<file path="src/rtl/oam_dma_ctrl.sv">
// Sprite-DMA sequencer: halts the CPU on a $4014 write, copies 256 bytes from
// {page,00..FF} to the OAM data port, then hands the system bus back to the CPU.
module oam_dma_ctrl #(
  parameter logic [15:0] DMA_REG  = 16'h4014,
  parameter logic [15:0] OAM_PORT = 16'h2004
) (
  input  logic        clk_ph1,
  input  logic        rst,
  input  logic [15:0] cpu_addr,
  input  logic [7:0]  cpu_dout,
  input  logic        cpu_we,
  input  logic [7:0]  bus_din,
  output logic [15:0] bus_addr,
  output logic [7:0]  bus_dout,
  output logic        bus_we,
  output logic        cpu_rdy,
  output logic        dma_busy
);

  typedef enum logic [2:0] {
    S_IDLE  = 3'd0,
    S_HALT  = 3'd1,
    S_ALIGN = 3'd2,
    S_READ  = 3'd3,
    S_WRITE = 3'd4
  } state_t;

  state_t      state, state_nxt;
  logic [7:0]  page;
  logic [7:0]  idx;
  logic [7:0]  data;
  logic        odd;
  logic        trig;

  assign trig = cpu_we && (cpu_addr == DMA_REG);

  always_ff @(posedge clk_ph1) begin
    if (!rst) begin
      state <= S_IDLE;
      odd   <= 1'b0;
    end else begin
      state <= state_nxt;
      odd   <= ~odd;
    end
  end

  // Transfer registers; idx wraps within the page and never carries into page.
  always_ff @(posedge clk_ph1) begin
    if (!rst) begin
      page <= 8'h00;
      idx  <= 8'h00;
      data <= 8'h00;
    end else begin
      case (state)
        S_IDLE: begin
          if (trig) begin
            page <= cpu_dout;
            idx  <= 8'h00;
          end
        end
        S_READ:  data <= bus_din;
        S_WRITE: begin
          if (idx != 8'hFF) idx <= idx + 8'h01;
        end
        default: ;
      endcase
    end
  end

  // HALT leaves for READ only when the next cycle is even, so reads land on odd=0.
  always_comb begin
    state_nxt = state;
    case (state)
      S_IDLE:  if (trig) state_nxt = S_HALT;
      S_HALT:  if (!cpu_we) state_nxt = odd ? S_READ : S_ALIGN;
      S_ALIGN: state_nxt = S_READ;
      S_READ:  state_nxt = S_WRITE;
      S_WRITE: state_nxt = (idx == 8'hFF) ? S_IDLE : S_READ;
      default: state_nxt = S_IDLE;
    endcase
  end

  always_comb begin
    bus_addr = cpu_addr;
    bus_dout = cpu_dout;
    bus_we   = cpu_we;
    cpu_rdy  = 1'b0;
    dma_busy = 1'b1;
    case (state)
      S_IDLE: begin
        cpu_rdy  = 1'b1;
        dma_busy = 1'b0;
      end
      S_HALT: ;
      S_ALIGN: bus_we = 1'b0;
      S_READ: begin
        bus_addr = {page, idx};
        bus_we   = 1'b0;
      end
      S_WRITE: begin
        bus_addr = OAM_PORT;
        bus_dout = data;
        bus_we   = 1'b1;
      end
      default: begin
        cpu_rdy  = 1'b1;
        dma_busy = 1'b0;
      end
    endcase
  end

endmodule

</file>
<file path="config.mk">
export PLATFORM = sky130hd
export DESIGN_NAME = oam_dma_ctrl
export DESIGN_NICKNAME = d
export VERILOG_FILES = /design/src/rtl/oam_dma_ctrl.sv
export SDC_FILE = /design/constraint.sdc
export NUM_CORES = 1
export LEC_CHECK = 0
export ABC_AREA = 1
export CAP_MARGIN = 20
export CORE_UTILIZATION = 45
export CTS_CLUSTER_DIAMETER = 80
export DETAILED_ROUTE_END_ITERATION = 7
export PLACE_DENSITY = 0.91
export SLEW_MARGIN = 20
export SYNTH_ARGS = -nofsm -noshare
export SYNTH_HDL_FRONTEND = slang
export SYNTH_SLANG_ARGS = --single-unit
</file>
<file path="constraint.sdc">
create_clock -name clk_ph1 -period 2 [get_ports clk_ph1]
set_input_delay 0.6 -clock clk_ph1 [delete_from_list [all_inputs] [get_ports clk_ph1]]
set_output_delay 0.6 -clock clk_ph1 [all_outputs]
set_load 0.05 [all_outputs]
</file>
==> qor.yml, run 1 <==
io-pin-count: 62
initial_core_util_pct: 47.4
final_critical_path_setup_slack_ns: -0.323
ant_nets: 0
maxCapViolCount: 0
violations: "setup timing"
main_combinational_cell_family_by_area_after_synthesis: "simple AND/OR/NAND/NOR gates"
detail_route.iter0.violations: 285
dr_total_vias: 2347
worst_hold_path_type: "reg2reg"
antenna_cells_inserted: 0
post_synth_mux_area_share_pct: 0
setup.worst_path.start_class: "register"
r2r-start: "idx[1]"
viasPerCell: 5.68
area_growth_syn_to_fin_pct: 79.7
post_synth_num_cell_types: 31
tritoncts_clock_tree: "done"
max_slew_headroom_pct: 58.0
timing.hold.ws_ns: 0.485
final.setup_skew_ns: 0.00328
path_clk_slew_ns: 0.10
globalRouteOverflowTotal: 0
drc: 0
synthAdderAreaFrac_pct: 0.716
tritoncts.num_buffers: 3
leakagePower_nw: 1.43
critPathKind: "reg2out"
period_minus_slack_ns: 2.32
startpoint: "state[1]"
synth.avg_cell_area_sq_um: 6.35
number_of_hold_slack_violations_in_the_final_timing_report: 0
clk_path_buf_depth: 2
grt_max_degree: 24
rows: 22
port_buffers: 61
critical_path.endpoint_type: "output port"
synth.cell_area_sq_um: 1750
timing.fmax_ghz: 0.431
ys_seq_area_share_pct: 32.1
dp_hpwl_microns: 4280
maxSlewViolCount: 0
dr.pass1.iters: 5
global_route.usage.total_pct: 34.4
synth_nets: 311
dieWidth_microns: 64.3
utilization_pct: 85.1
grt_pass1_wl_microns: 10600
status: "finished, violations left"
critPathArrivalTime_ns: 1.72
dieArea_sq_um: 4130
detail_route.wirelength_microns: 7440
share_of_the_synthesized_area_in_compound_gates_ao_oa_aoi_oai_pct: 13.7
unrepaired_setup_endpoints_after_global_routing: "yes"
worst-endpoint-required_ns: 1.40
synth_xor_area_share_pct: 0
clock_sink_count: 28
h_tree_depth: 1
synth.ff_latch_count: 28
power.ir.vdd_worst_v: 0.000317
worstSkewPairLatency_ns: 0.30
first_global_vias: 2310
worst-slew-pin-transition_ns: 0.629
critical_path_peak_fanout: 7
floorplan.core_area_sq_um: 3690
multiInputGateArea_sq_um: 1120
synth_simple_gate_area_share_pct: 41.7
gate_count_after_technology_mapping: 275
clk_root_buffer_cell: "clkbuf_8"
wirelength_per_cell_microns: 18.0
ratio_of_total_power_to_cell_area_nw_per_um2: 452
antenna_found_initial: 0
drive_above_1_share_pct: 33.2
floorplan.die.height_microns: 64.3
final.period_utilization_pct: 116
holdCritStartpoint: "odd"
area_taken_by_flip_flops_and_latches_sq_um: 567
filler_cell_count: 183
cts_hold_buf: 0
weighted_congestion_at_the_end_of_routability_driven_global_placement: 0.885
synth-warning-count: 0
layout.nets: 402
setup-violations-final: 27
-- metrics by stage --
stage          instances  worst slack, ns  total power [mW]  setup TNS, ns  instance area, sq um
5_1_grt              413           -0.402              1.45          -9.03                  3140
2_1_floorplan        275           -0.300             0.711          -1.74                  1780
3_3_place_gp         402           -0.163             0.925          -1.44                  2860
4_1_cts              410           -0.234              1.38          -4.30                  3060
3_5_place_dp         402           -0.172             0.930          -3.58                  2860
6_report             413           -0.323              1.42          -7.20                  3140
-- critical path: stages (launching register included) --
cell     delay, ns
dfxtp_2       0.38
inv_2         0.06
nor2_4        0.11
inv_2         0.07
nor2_4        0.17
buf_6         0.16
nor2_8        0.05
buf_6         0.14
nand2_2       0.06
o21ai_2       0.07
buf_12        0.16
-- registers in the layout (all words and copies together) (netlist names) --
register,flops
state,3
page,8
idx,8
data,8
odd,1
-- kinds of logic (layout without fill, tap and decap cells) --
kind of cell	Yosys count	after routing
buffers and inverters	47	137
flip-flops	28	28
AO/OA/AOI/OAI	40	40
AND/OR/NAND/NOR	159	159
adder cells (fa/ha/maj)	1	1
-- what timing repair did --
action	in CTS	in global routing
gates resized for setup	28	15
endpoints found under the setup margin	27	43
pin swaps	5	3
buffers inserted	5	4
-- cell usage after synthesis --
cell type / number / share of area [%]
nand2_1: 66 / 14
nor3b_1: 4 / 1.7
inv_4: 1 / 0.36
o22ai_1: 4 / 1.4
nor2_1: 51 / 11
o21ai_0: 20 / 5.7
nor2_8: 1 / 1.1
buf_4: 2 / 0.86
inv_2: 5 / 1.1
o21ai_1: 2 / 0.57
nor3_1: 2 / 0.57
nand3_2: 1 / 0.57
o22ai_2: 3 / 2.1
a31oi_1: 1 / 0.36
a21oi_1: 8 / 2.3
nand4_1: 1 / 0.36
clkinv_2: 1 / 0.29
o211ai_1: 1 / 0.43
buf_2: 3 / 0.86
nor2_2: 5 / 1.8
nand2_2: 3 / 1.1
buf_6: 2 / 1.3
buf_1: 2 / 0.43
dfxtp_1: 28 / 32
o211ai_2: 1 / 0.72
ha_1: 1 / 0.72
or2_2: 1 / 0.36
nand3_1: 19 / 5.4
nor2_4: 1 / 0.64
nor3b_2: 4 / 2.9
inv_1: 31 / 6.7
-- layout make-up --
class	count	share of cell area, %
Clock inverter	1	0.957
Multi-Input combinational cell	200	35.8
Clock buffer	3	1.32
Sequential cell	28	18.1
Timing Repair Buffer	95	36.8
Tap cell	48	1.91
Inverter	38	5.18
-- placed cells by master (no fill, tap or decap), types with 2 or more instances in the layout --
master           Yosys  layout
inv_8                0       2
o21ai_2              0       7
clkbuf_8             0       3
clkdlybuf4s50_1      0      33
inv_2                5       5
inv_1               31      30
o22ai_2              3       6
nand2_1             66      60
dfxtp_2              0       2
nand3_2              1       2
nor2_1              51      47
buf_12               0      27
nand3_1             19      17
nand2_2              3       8
o21ai_4              0       2
nor2_2               5       6
nor2_4               1       4
dfxtp_1             28      25
a21oi_1              8       8
nor3b_2              4       4
nor3_1               2       2
nor3b_1              4       4
o21ai_0             20      12
buf_6                2       3
buf_4                2      30
-- final timing paths --
check | endpoint | slack, ns | cells after the start
setup reg to reg | state[0] | 0.29 | 8
hold reg to reg | odd | 0.49 | 1
setup / recovery | bus_addr[6] | -0.32 | 10
hold / removal | odd | 0.49 | 1
-- power breakdown --
part | switching (mW) | total (mW) | internal (mW) | leakage (nW)
Sequential | 0.00130 | 0.559 | 0.557 | 0.228
Clock | 0.214 | 0.483 | 0.270 | 0.0357
Combinational | 0.186 | 0.376 | 0.190 | 1.17
Total | 0.400 | 1.42 | 1.02 | 1.43
-- metal layers --
layer  GRT usage (%)  wire (microns)
met1            36.3            2590
met2            59.1            3450
met3            8.57             863
met4            24.2             550
met5               0               0
Note: power is estimated with default switching activity, not from simulation.
==> inputs of run 2 (changes only) <==
--- a/config.mk
+++ b/config.mk
@@ -7,6 +7,7 @@
 export LEC_CHECK = 0
 export ABC_AREA = 1
 export CAP_MARGIN = 20
+export CORE_MARGIN = 2
 export CORE_UTILIZATION = 45
 export CTS_CLUSTER_DIAMETER = 80
 export DETAILED_ROUTE_END_ITERATION = 7
==> qor.yml, run 2 (same netlist as run 1, synthesis figures left out) <==
critical_path_buf_inv_count: 6  # +1
max_slew_headroom_pct: 58.0  # about the same
critPathArrivalTime_ns: 1.68  # -0.04 ns
floorplan.die.height_microns: 66.3  # +3.1%
critical_path.endpoint_type: "output port"
tritoncts.num_buffers: 3  # unchanged
dieArea_sq_um: 4400  # +6.3%
detail_route.wirelength_microns: 7730  # +3.9%
weighted_congestion_at_the_end_of_routability_driven_global_placement: 0.929  # +5.0%
final_cell_mix: "nand2_1 (57), nor2_1 (47), clkdlybuf4s50_1 (33)"
global_route.usage.total_pct: 34.9  # +0.57 points
timing.hold.ws_ns: 0.528  # +0.0427 ns
drive_above_1_share_pct: 34.5  # +1.4 points
grt_max_degree: 22  # -8.3%
r2r-start: "idx[1]"
h_tree_depth: 1  # unchanged
setup.worst_path.start_class: "register"
wirelength_per_cell_microns: 18.6  # +3.1%
dr.pass1.iters: 5  # unchanged
layout.nets: 405  # +0.75%
number_of_hold_slack_violations_in_the_final_timing_report: 0  # unchanged
final_common_cell: "nand2_1"
period_minus_slack_ns: 2.28  # -0.0465 ns
worstSkewPairLatency_ns: 0.29  # about the same
antenna_cells_inserted: 0  # unchanged
setup-violations-final: 27  # unchanged
antenna_found_initial: 0  # unchanged
final.setup_skew_ns: 0.00312  # -0.000158 ns
path_clk_slew_ns: 0.10  # about the same
filler_cell_count: 174  # -4.9%
unrepaired_setup_endpoints_after_global_routing: "yes"
worst_hold_path_type: "reg2reg"
violations: "setup timing"
utilization_pct: 87.5  # +2.4 points
largestRegisters: "data x8, idx x8, page x8"
ant_nets: 0  # unchanged
status: "finished, violations left"
max_stage_delay_ns: 0.36  # -0.02 ns
cts_hold_buf: 0  # unchanged
power.ir.vdd_worst_v: 0.000585  # +85%
final_critical_path_setup_slack_ns: -0.276  # +0.0465 ns
io-pin-count: 62  # unchanged
maxSlewViolCount: 0  # unchanged
first_global_vias: 2440  # +5.6%
critPathKind: "reg2out"
area_growth_syn_to_fin_pct: 84.7
dr_total_vias: 2404  # +2.4%
setup_total_neg_slack_ns: -6.67  # +0.526 ns
leakagePower_nw: 1.46  # +1.8%
dp_hpwl_microns: 4380  # +2.4%
clock_sink_count: 28  # unchanged
tritoncts_clock_tree: "done"
worst-slew-pin-transition_ns: 0.629  # -0.0000365 ns
rows: 22  # unchanged
worst-endpoint-required_ns: 1.40  # about the same
initial_core_util_pct: 47.4  # unchanged
maxCapViolCount: 0  # unchanged
crit_family: "buffers and inverters"
path_cells: "inv_2 > nor2_4 > inv_2 > nor2_4 > buf_4 > buf_6 > buf_4 > nand2_2 > nand3_2 > buf_8"
post-layout-total-power_mw: 1.41  # -0.40%
dieWidth_microns: 66.3  # +3.1%
detail_route.iter0.violations: 271  # -4.9%
globalRouteOverflowTotal: 0  # unchanged
crit_path_top_delay_cell: "dfxtp_2"
clk_path_buf_depth: 2  # unchanged
startpoint: "state[1]"
clk_root_buffer_cell: "clkbuf_8"
floorplan.core_area_sq_um: 3690  # unchanged
critical_path_peak_fanout: 3  # -4
final.period_utilization_pct: 114  # -2.3 points
grt_pass1_wl_microns: 11600  # +9.3%
port_buffers: 61  # unchanged
drc: 0  # unchanged
viasPerCell: 5.78  # +1.7%
ratio_of_total_power_to_cell_area_nw_per_um2: 438  # -3.1%
timing.fmax_ghz: 0.439  # +2.0%
holdCritStartpoint: "data[5]"
==> run 2: tightest hold or removal path, stage by stage (launching register included) <==
cell and delay (ns):
dfxtp_1 0.34, o21ai_0 0.08, nor2_1 0.08
==> run 2: metal layers <==
metal	track usage [%]	part of all wire (%)	vias to the layer above
li1	-	-	1066
met1	37.3	34	1068
met2	61.8	49	198
met3	6.81	10	72
met4	23.0	7.2	0
met5	0	0	-
==> run 2: layout make-up <==
cell class / count / area [sq um] / share of cell area, %
clock buffer: 3 / 41.3 / 1.28
multi-input combinational: 200 / 1170 / 36.2
timing repair buffer: 98 / 1200 / 37.3
sequential: 28 / 564 / 17.5
inverter: 38 / 160 / 4.96
tap: 48 / 60.1 / 1.86
clock inverter: 1 / 30.0 / 0.931
==> run 2: worst paths after layout <==
path / endpoint / slack [ns] / cells after the start
min: data[5] / 0.53 / 2
min reg2reg: data[5] / 0.53 / 2
max reg2reg: state[0] / 0.18 / 8
max: bus_addr[2] / -0.28 / 10
==> run 2: per-stage QoR <==
step	setup WS [ns]	instances	cell area, sq um
after floorplan	-0.300	275	1780
after global placement	-0.158	400	2830
after detailed placement	-0.161	400	2830
after CTS	-0.235	414	3110
after global routing	-0.320	416	3230
final	-0.276	416	3230
==> run 2: repair_timing <==
| action | CTS | global route |
|---|---|---|
| setup buffers | 12 | 2 |
| pin swaps | 6 | 6 |
| gates resized for setup | 35 | 24 |
| setup endpoints to repair | 27 | 33 |
==> run 2: report_power, final <==
group	switching [mW]	internal [mW]	leakage (nW)
clock network	0.203	0.269	0.0357
registers	0.00185	0.559	0.227
logic	0.189	0.191	1.20
